<file path="config.mk">
export PLATFORM = sky130hd
export DESIGN_NAME = l1_bus_arbiter
export DESIGN_NICKNAME = d
export VERILOG_FILES = /design/src/rtl/l1_bus_arbiter_pkg.sv /design/src/rtl/l1_bus_arbiter_rr_arb2.sv /design/src/rtl/l1_bus_arbiter.sv
export SDC_FILE = /design/constraint.sdc
export NUM_CORES = 1
export LEC_CHECK = 0
export ABC_AREA = 1
export CAP_MARGIN = 10
export CORE_AREA = 3 3 565 567
export DETAILED_ROUTE_END_ITERATION = 10
export DIE_AREA = 0 0 568 570
export SLEW_MARGIN = 15
export SYNTH_ARGS = -nofsm -noshare
export SYNTH_HDL_FRONTEND = slang
export SYNTH_SLANG_ARGS = --single-unit
</file>
<file path="constraint.sdc">
create_clock -name clk -period 1.9 [get_ports clk]
set_input_delay 0.38 -clock clk [delete_from_list [all_inputs] [get_ports clk]]
set_output_delay 0.38 -clock clk [all_outputs]
set_load 0.01 [all_outputs]
</file>
<file path="src/rtl/l1_bus_arbiter_pkg.sv">
// Shared types and defaults for the per-hart L1 -> L2 line port arbiter.
// State and grant encodings are reused by the imem/dmem refill logic.
package l1_bus_arbiter_pkg;

  localparam int DEF_BLK_LEN = 59;
  localparam int DEF_LINE    = 256;

  typedef enum logic [1:0] {
    ARB_S_IDLE   = 2'd0,
    ARB_S_BUSY_I = 2'd1,
    ARB_S_BUSY_D = 2'd2,
    ARB_S_DONE   = 2'd3
  } arb_state_e;

  typedef enum logic {
    GNT_I = 1'b0,
    GNT_D = 1'b1
  } gnt_e;

endpackage

</file>
<file path="src/rtl/l1_bus_arbiter_rr_arb2.sv">
// Two-way round-robin pick between the imem and dmem requesters.
// last_gnt = 1 means dmem won the previous grant, so imem wins a tie.
module l1_bus_arbiter_rr_arb2
  import l1_bus_arbiter_pkg::*;
(
  input  logic req_i,
  input  logic req_d,
  input  logic last_gnt,
  output logic gnt_i,
  output logic gnt_d
);

  // Single winner: the lone requester, or the one not served last on a tie.
  always_comb begin
    gnt_i = 1'b0;
    gnt_d = 1'b0;
    if (req_i && req_d) begin
      if (last_gnt == 1'(GNT_D)) begin
        gnt_i = 1'b1;
      end else begin
        gnt_d = 1'b1;
      end
    end else if (req_i) begin
      gnt_i = 1'b1;
    end else if (req_d) begin
      gnt_d = 1'b1;
    end else begin
      gnt_i = 1'b0;
      gnt_d = 1'b0;
    end
  end

endmodule

</file>
<file path="src/rtl/l1_bus_arbiter.sv">
// Shares the per-hart L2 line port between the imem refill path and the
// dmem refill/writeback path, one transaction at a time, round-robin.
module l1_bus_arbiter
  import l1_bus_arbiter_pkg::*;
#(
  parameter int BLK_LEN = DEF_BLK_LEN,
  parameter int LINE    = DEF_LINE
) (
  input  logic               clk,
  input  logic               rst_n,
  input  logic [BLK_LEN-1:0] i_addr,
  input  logic               i_rd,
  output logic [LINE-1:0]    i_data,
  output logic               i_dv,
  input  logic [BLK_LEN-1:0] d_addr,
  input  logic               d_rd,
  input  logic               d_wr,
  input  logic [LINE-1:0]    d_wdata,
  output logic [LINE-1:0]    d_data,
  output logic               d_dv,
  output logic [BLK_LEN-1:0] l2_addr,
  output logic               l2_rd,
  output logic               l2_wr,
  output logic [LINE-1:0]    l2_wdata,
  input  logic [LINE-1:0]    l2_data,
  input  logic               l2_dv,
  output logic               busy
);

  arb_state_e state_r;
  gnt_e       last_gnt_r;
  logic       req_i_s;
  logic       req_d_s;
  logic       gnt_i_s;
  logic       gnt_d_s;
  logic       last_d_s;

  assign req_i_s  = i_rd;
  assign req_d_s  = d_rd | d_wr;
  assign last_d_s = (last_gnt_r == GNT_D);

  l1_bus_arbiter_rr_arb2 u_rr_arb2 (
    .req_i    (req_i_s),
    .req_d    (req_d_s),
    .last_gnt (last_d_s),
    .gnt_i    (gnt_i_s),
    .gnt_d    (gnt_d_s)
  );

  // Arbiter FSM with the latched L2 request fields.
  always_ff @(posedge clk) begin
    if (!rst_n) begin
      state_r    <= ARB_S_IDLE;
      last_gnt_r <= GNT_D;
      l2_addr    <= {BLK_LEN{1'b0}};
      l2_wdata   <= {LINE{1'b0}};
      l2_rd      <= 1'b0;
      l2_wr      <= 1'b0;
      busy       <= 1'b0;
    end else begin
      case (state_r)
        ARB_S_IDLE: begin
          if (gnt_i_s) begin
            l2_addr    <= i_addr;
            l2_rd      <= 1'b1;
            last_gnt_r <= GNT_I;
            state_r    <= ARB_S_BUSY_I;
            busy       <= 1'b1;
          end else if (gnt_d_s) begin
            l2_addr    <= d_addr;
            last_gnt_r <= GNT_D;
            state_r    <= ARB_S_BUSY_D;
            busy       <= 1'b1;
            // A simultaneous read+write is illegal; the writeback takes priority.
            if (d_wr) begin
              l2_wr    <= 1'b1;
              l2_wdata <= d_wdata;
            end else begin
              l2_rd    <= 1'b1;
            end
          end else begin
            state_r <= ARB_S_IDLE;
          end
        end
        ARB_S_BUSY_I, ARB_S_BUSY_D: begin
          if (l2_dv) begin
            l2_rd   <= 1'b0;
            l2_wr   <= 1'b0;
            state_r <= ARB_S_DONE;
          end else begin
            state_r <= state_r;
          end
        end
        ARB_S_DONE: begin
          state_r <= ARB_S_IDLE;
          busy    <= 1'b0;
        end
        default: begin
          state_r <= ARB_S_IDLE;
          l2_rd   <= 1'b0;
          l2_wr   <= 1'b0;
          busy    <= 1'b0;
        end
      endcase
    end
  end

  // Completion is suppressed when the requester has abandoned its request.
  assign i_dv   = l2_dv & (state_r == ARB_S_BUSY_I) & i_rd;
  assign d_dv   = l2_dv & (state_r == ARB_S_BUSY_D) & (d_rd | d_wr);
  assign i_data = l2_data;
  assign d_data = l2_data;

endmodule

</file>
==> metrics.md, run 1 <==
| Metric | Value |
|---|---|
| Vias per cell | `2.31` |
| GPL Wtd Cong | `0.929` |
| Compound-cell area share of the yosys netlist | `0.0841` |
| Min setup slack post-route | `-93.3 ps` |
| Post-Synthesis Cells | `2183` |
| Die ar. | `324000 µm²` |
| F_max | `502 MHz` |
| Hold Worst Slack | `284 ps` |
| Worst hold path class | `in -> reg` |
| Outcome | `finished with violations` |
| WL met1 | `48800 µm` |
| Largest net degree at the start of global routing | `63` |
| Skew-Pair Late Insertion Delay | `730 ps` |
| DR iter-0 viols | `946` |
| Commonest cells after routing, fill and taps aside | `632 x nor2_1, 378 x clkdlybuf4s50_1, 310 x dfxtp_1, 253 x o21ai_0, 190 x nand2_1` |
| Post-synthesis register bit count | `321` |
| Total power | `32.5 mW` |
| Final setup skew | `45.1 ps` |
| Main combinational cell family by area after synthesis | `buffers and inverters` |
| Yosys cell types | `24` |
| YS warnings | `0` |
| Initial DRT Pass Iterations | `5` |
| Area growth syn-to-layout | `65.2%` |
| Die Wd | `568 µm` |
| Clk pin slew, worst setup/hold paths | `60 ps` |
| Synth Area in Adders | `0.00391` |
| Failing checks | `setup timing` |
| TritonCTS buffer count | `46` |
| Mux contribution to synthesized area | `0` |
| Num rows | `206` |
| Clock Path Buffers | `3` |
| Routed met3 length | `65700 µm` |
| Vias in the first global route | `14300` |
| Slew margin rel. | `0.688` |
| Post-Synth Simple-Gate Area | `0.217` |
| Wire per inst | `32.3 µm` |
| Max-cap violations | `0` |
| Reg2Reg Launch Point | `state_r[0]` |
| Met2 routed WL | `85400 µm` |
| CTS tree | `built` |
| Worst Tran Pin Value | `463 ps` |
| Die span in y | `570 µm` |
| R2R Setup Slk | `50 ps` |
| Arrival time at the worst endpoint | `1610 ps` |
| Core Util, Final | `0.0840` |
| Setup CP Type | `reg -> out` |
| Post-DRT Antenna Nets | `0` |
| Nets | `3053` |
| PD cells | `1230 nW/µm²` |
| H-tree depth | `2` |
| Pins over their slew limit | `0` |
| Crit-path max FO | `2` |
| Setup crit start kind | `flop` |
| Via count | `15300` |
| Syn avg cell area | `7.33 µm²` |
| Tcrit/Tclk final | `1.05` |
| Clk sinks | `321` |
| PortBufs | `699` |
| Initial antenna violation count | `106` |
| Post-synthesis xor/xnor area fraction | `0` |
| Worst Setup SP | `state_r[1]` |
| Hold Vio Cnt, Final | `0` |
| Max VDD drop | `0.000749 V` |
| WL final | `214000 µm` |
| Min-delay src | `i_addr[34]` |
| Setup violators final | `2` |
| Share of cells above drive strength 1 | `0.152` |
| Global route overflow | `0` |
| RSZ-0062 raised after global routing | `yes` |
| Seq/Total Area, Yosys | `0.402` |
| Minimum clock period | `1990 ps` |
| Fill cells | `36900` |
| First-pass GRT wire length | `245000 µm` |
| CTS root buffer | `clkbuf_16` |
| Initial core utilization | `0.0508` |
| Worst endpoint required time | `1520 ps` |
| Top Metal Used | `met5` |
| Post-Syn Area | `16000 µm²` |
| Critical Path End Type | `output pin` |
| Leak | `9.97 nW` |
| DRC errors left | `0` |
| Commonest non-fill, non-tap cell in the layout | `nor2_1` |
| Tot GR Track Use | `0.127` |
| Core box area | `315000 µm²` |
| I/O pin cnt | `1468` |
| Syn nets | `2824` |
| Post-DP HPWL | `197000 µm` |
metal layers:
layer | vias up | GRT usage
li1 | 6738 | -
met1 | 6419 | 0.0838
met2 | 1664 | 0.180
met3 | 442 | 0.177
met4 | 32 | 0.0689
met5 | - | 0.00907
worst paths after layout:
| path | end | cells after the start |
|---|---|---|
| hold reg to reg | l2_rd | 2 |
| setup reg to reg | l2_wdata[168] | 7 |
| hold / removal | l2_addr[34] | 5 |
| setup / recovery | d_dv | 5 |
layout make-up:
| cell class | instances | area (µm²) | area share |
|---|---|---|---|
| Clock inverter | 22 | 314 | 0.0119 |
| Sequential cell | 321 | 6440 | 0.244 |
| Clock buffer | 62 | 1320 | 0.0500 |
| Inverter | 69 | 264 | 0.00998 |
| Tap cell | 4160 | 5200 | 0.197 |
| Timing Repair Buffer | 809 | 7930 | 0.300 |
| Multi-Input combinational cell | 1165 | 4930 | 0.186 |
| Antenna cell | 15 | 37.5 | 0.00142 |
worst max-delay path, stage by stage (launching register included):
cell and delay [ps]:
dfxtp_2 340, buf_6 100, ha_4 130, nand2_4 40, nor2_4 120, buf_12 140
kinds of logic after synthesis:
| logic type | after synthesis |
|---|---|
| AND/OR/NAND/NOR | 894 |
| buffers and inverters | 697 |
| flip-flops | 321 |
| AO/OA/AOI/OAI | 266 |
| adder cells (fa/ha/maj) | 5 |
per-stage QoR:
stage               std cells  TNS [ps]  setup slack [ps]  instance area, µm²
CTS                      6607      -471              -245               26400
detailed placement       6522    -39890              -372               24800
finish                   6623      -145             -93.3               26400
global placement         6522    -31710              -396               24800
global route             6620      -375              -195               26400
floorplan                2183         0               443               16000
Yosys cell counts:
library cell / instances / area (µm²)
clkbuf_2: 5 / 25.0
buf_2: 20 / 100
a21oi_1: 5 / 25.0
clkbuf_1: 62 / 233
inv_2: 4 / 15.0
o21ai_0: 256 / 1280
buf_4: 534 / 4010
ha_1: 5 / 62.6
nand3_1: 61 / 305
nand3b_1: 1 / 7.51
buf_1: 1 / 3.75
nand2_1: 192 / 721
o211ai_1: 1 / 7.51
nand3_4: 1 / 17.5
buf_6: 6 / 67.6
dfxtp_1: 321 / 6430
o21ai_4: 1 / 16.3
or2_2: 1 / 6.26
o21ai_1: 3 / 15.0
nor2_4: 2 / 22.5
inv_1: 64 / 240
nand2_2: 2 / 12.5
clkinv_1: 1 / 3.75
nor2_1: 634 / 2380
state kept, by name, summed over array words and instances (netlist names):
name      flops
last_d_s      1
busy          1
state_r       2
l2_addr      59
l2_wr         1
l2_rd         1
l2_wdata    256
what timing repair did:
item | CTS | global route
pin swaps | 2 | 3
resized for setup | 522 | 13
hold buffers | 1 | 0
hold endpoints to repair | 7 | 0
buffers inserted | 0 | 1
endpoints found under the setup margin | 270 | 4
report_power, final:
part           internal (mW)  total, mW  switching, mW
sequential              8.58       9.64           1.07
clock                   5.61       9.78           4.18
combinational           5.04       13.0           7.99
total                   19.2       32.5           13.2
Note: power is estimated with default switching activity, not from simulation.
==> run 2: changes to the inputs <==
--- a/config.mk
+++ b/config.mk
@@ -10,6 +10,7 @@
 export CORE_AREA = 3 3 565 567
 export DETAILED_ROUTE_END_ITERATION = 10
 export DIE_AREA = 0 0 568 570
+export RECOVER_POWER = 25
 export SLEW_MARGIN = 15
 export SYNTH_ARGS = -nofsm -noshare
 export SYNTH_HDL_FRONTEND = slang
==> results of run 2 <==
No change in the layout: final DEF, timing and power equal those of run 1.
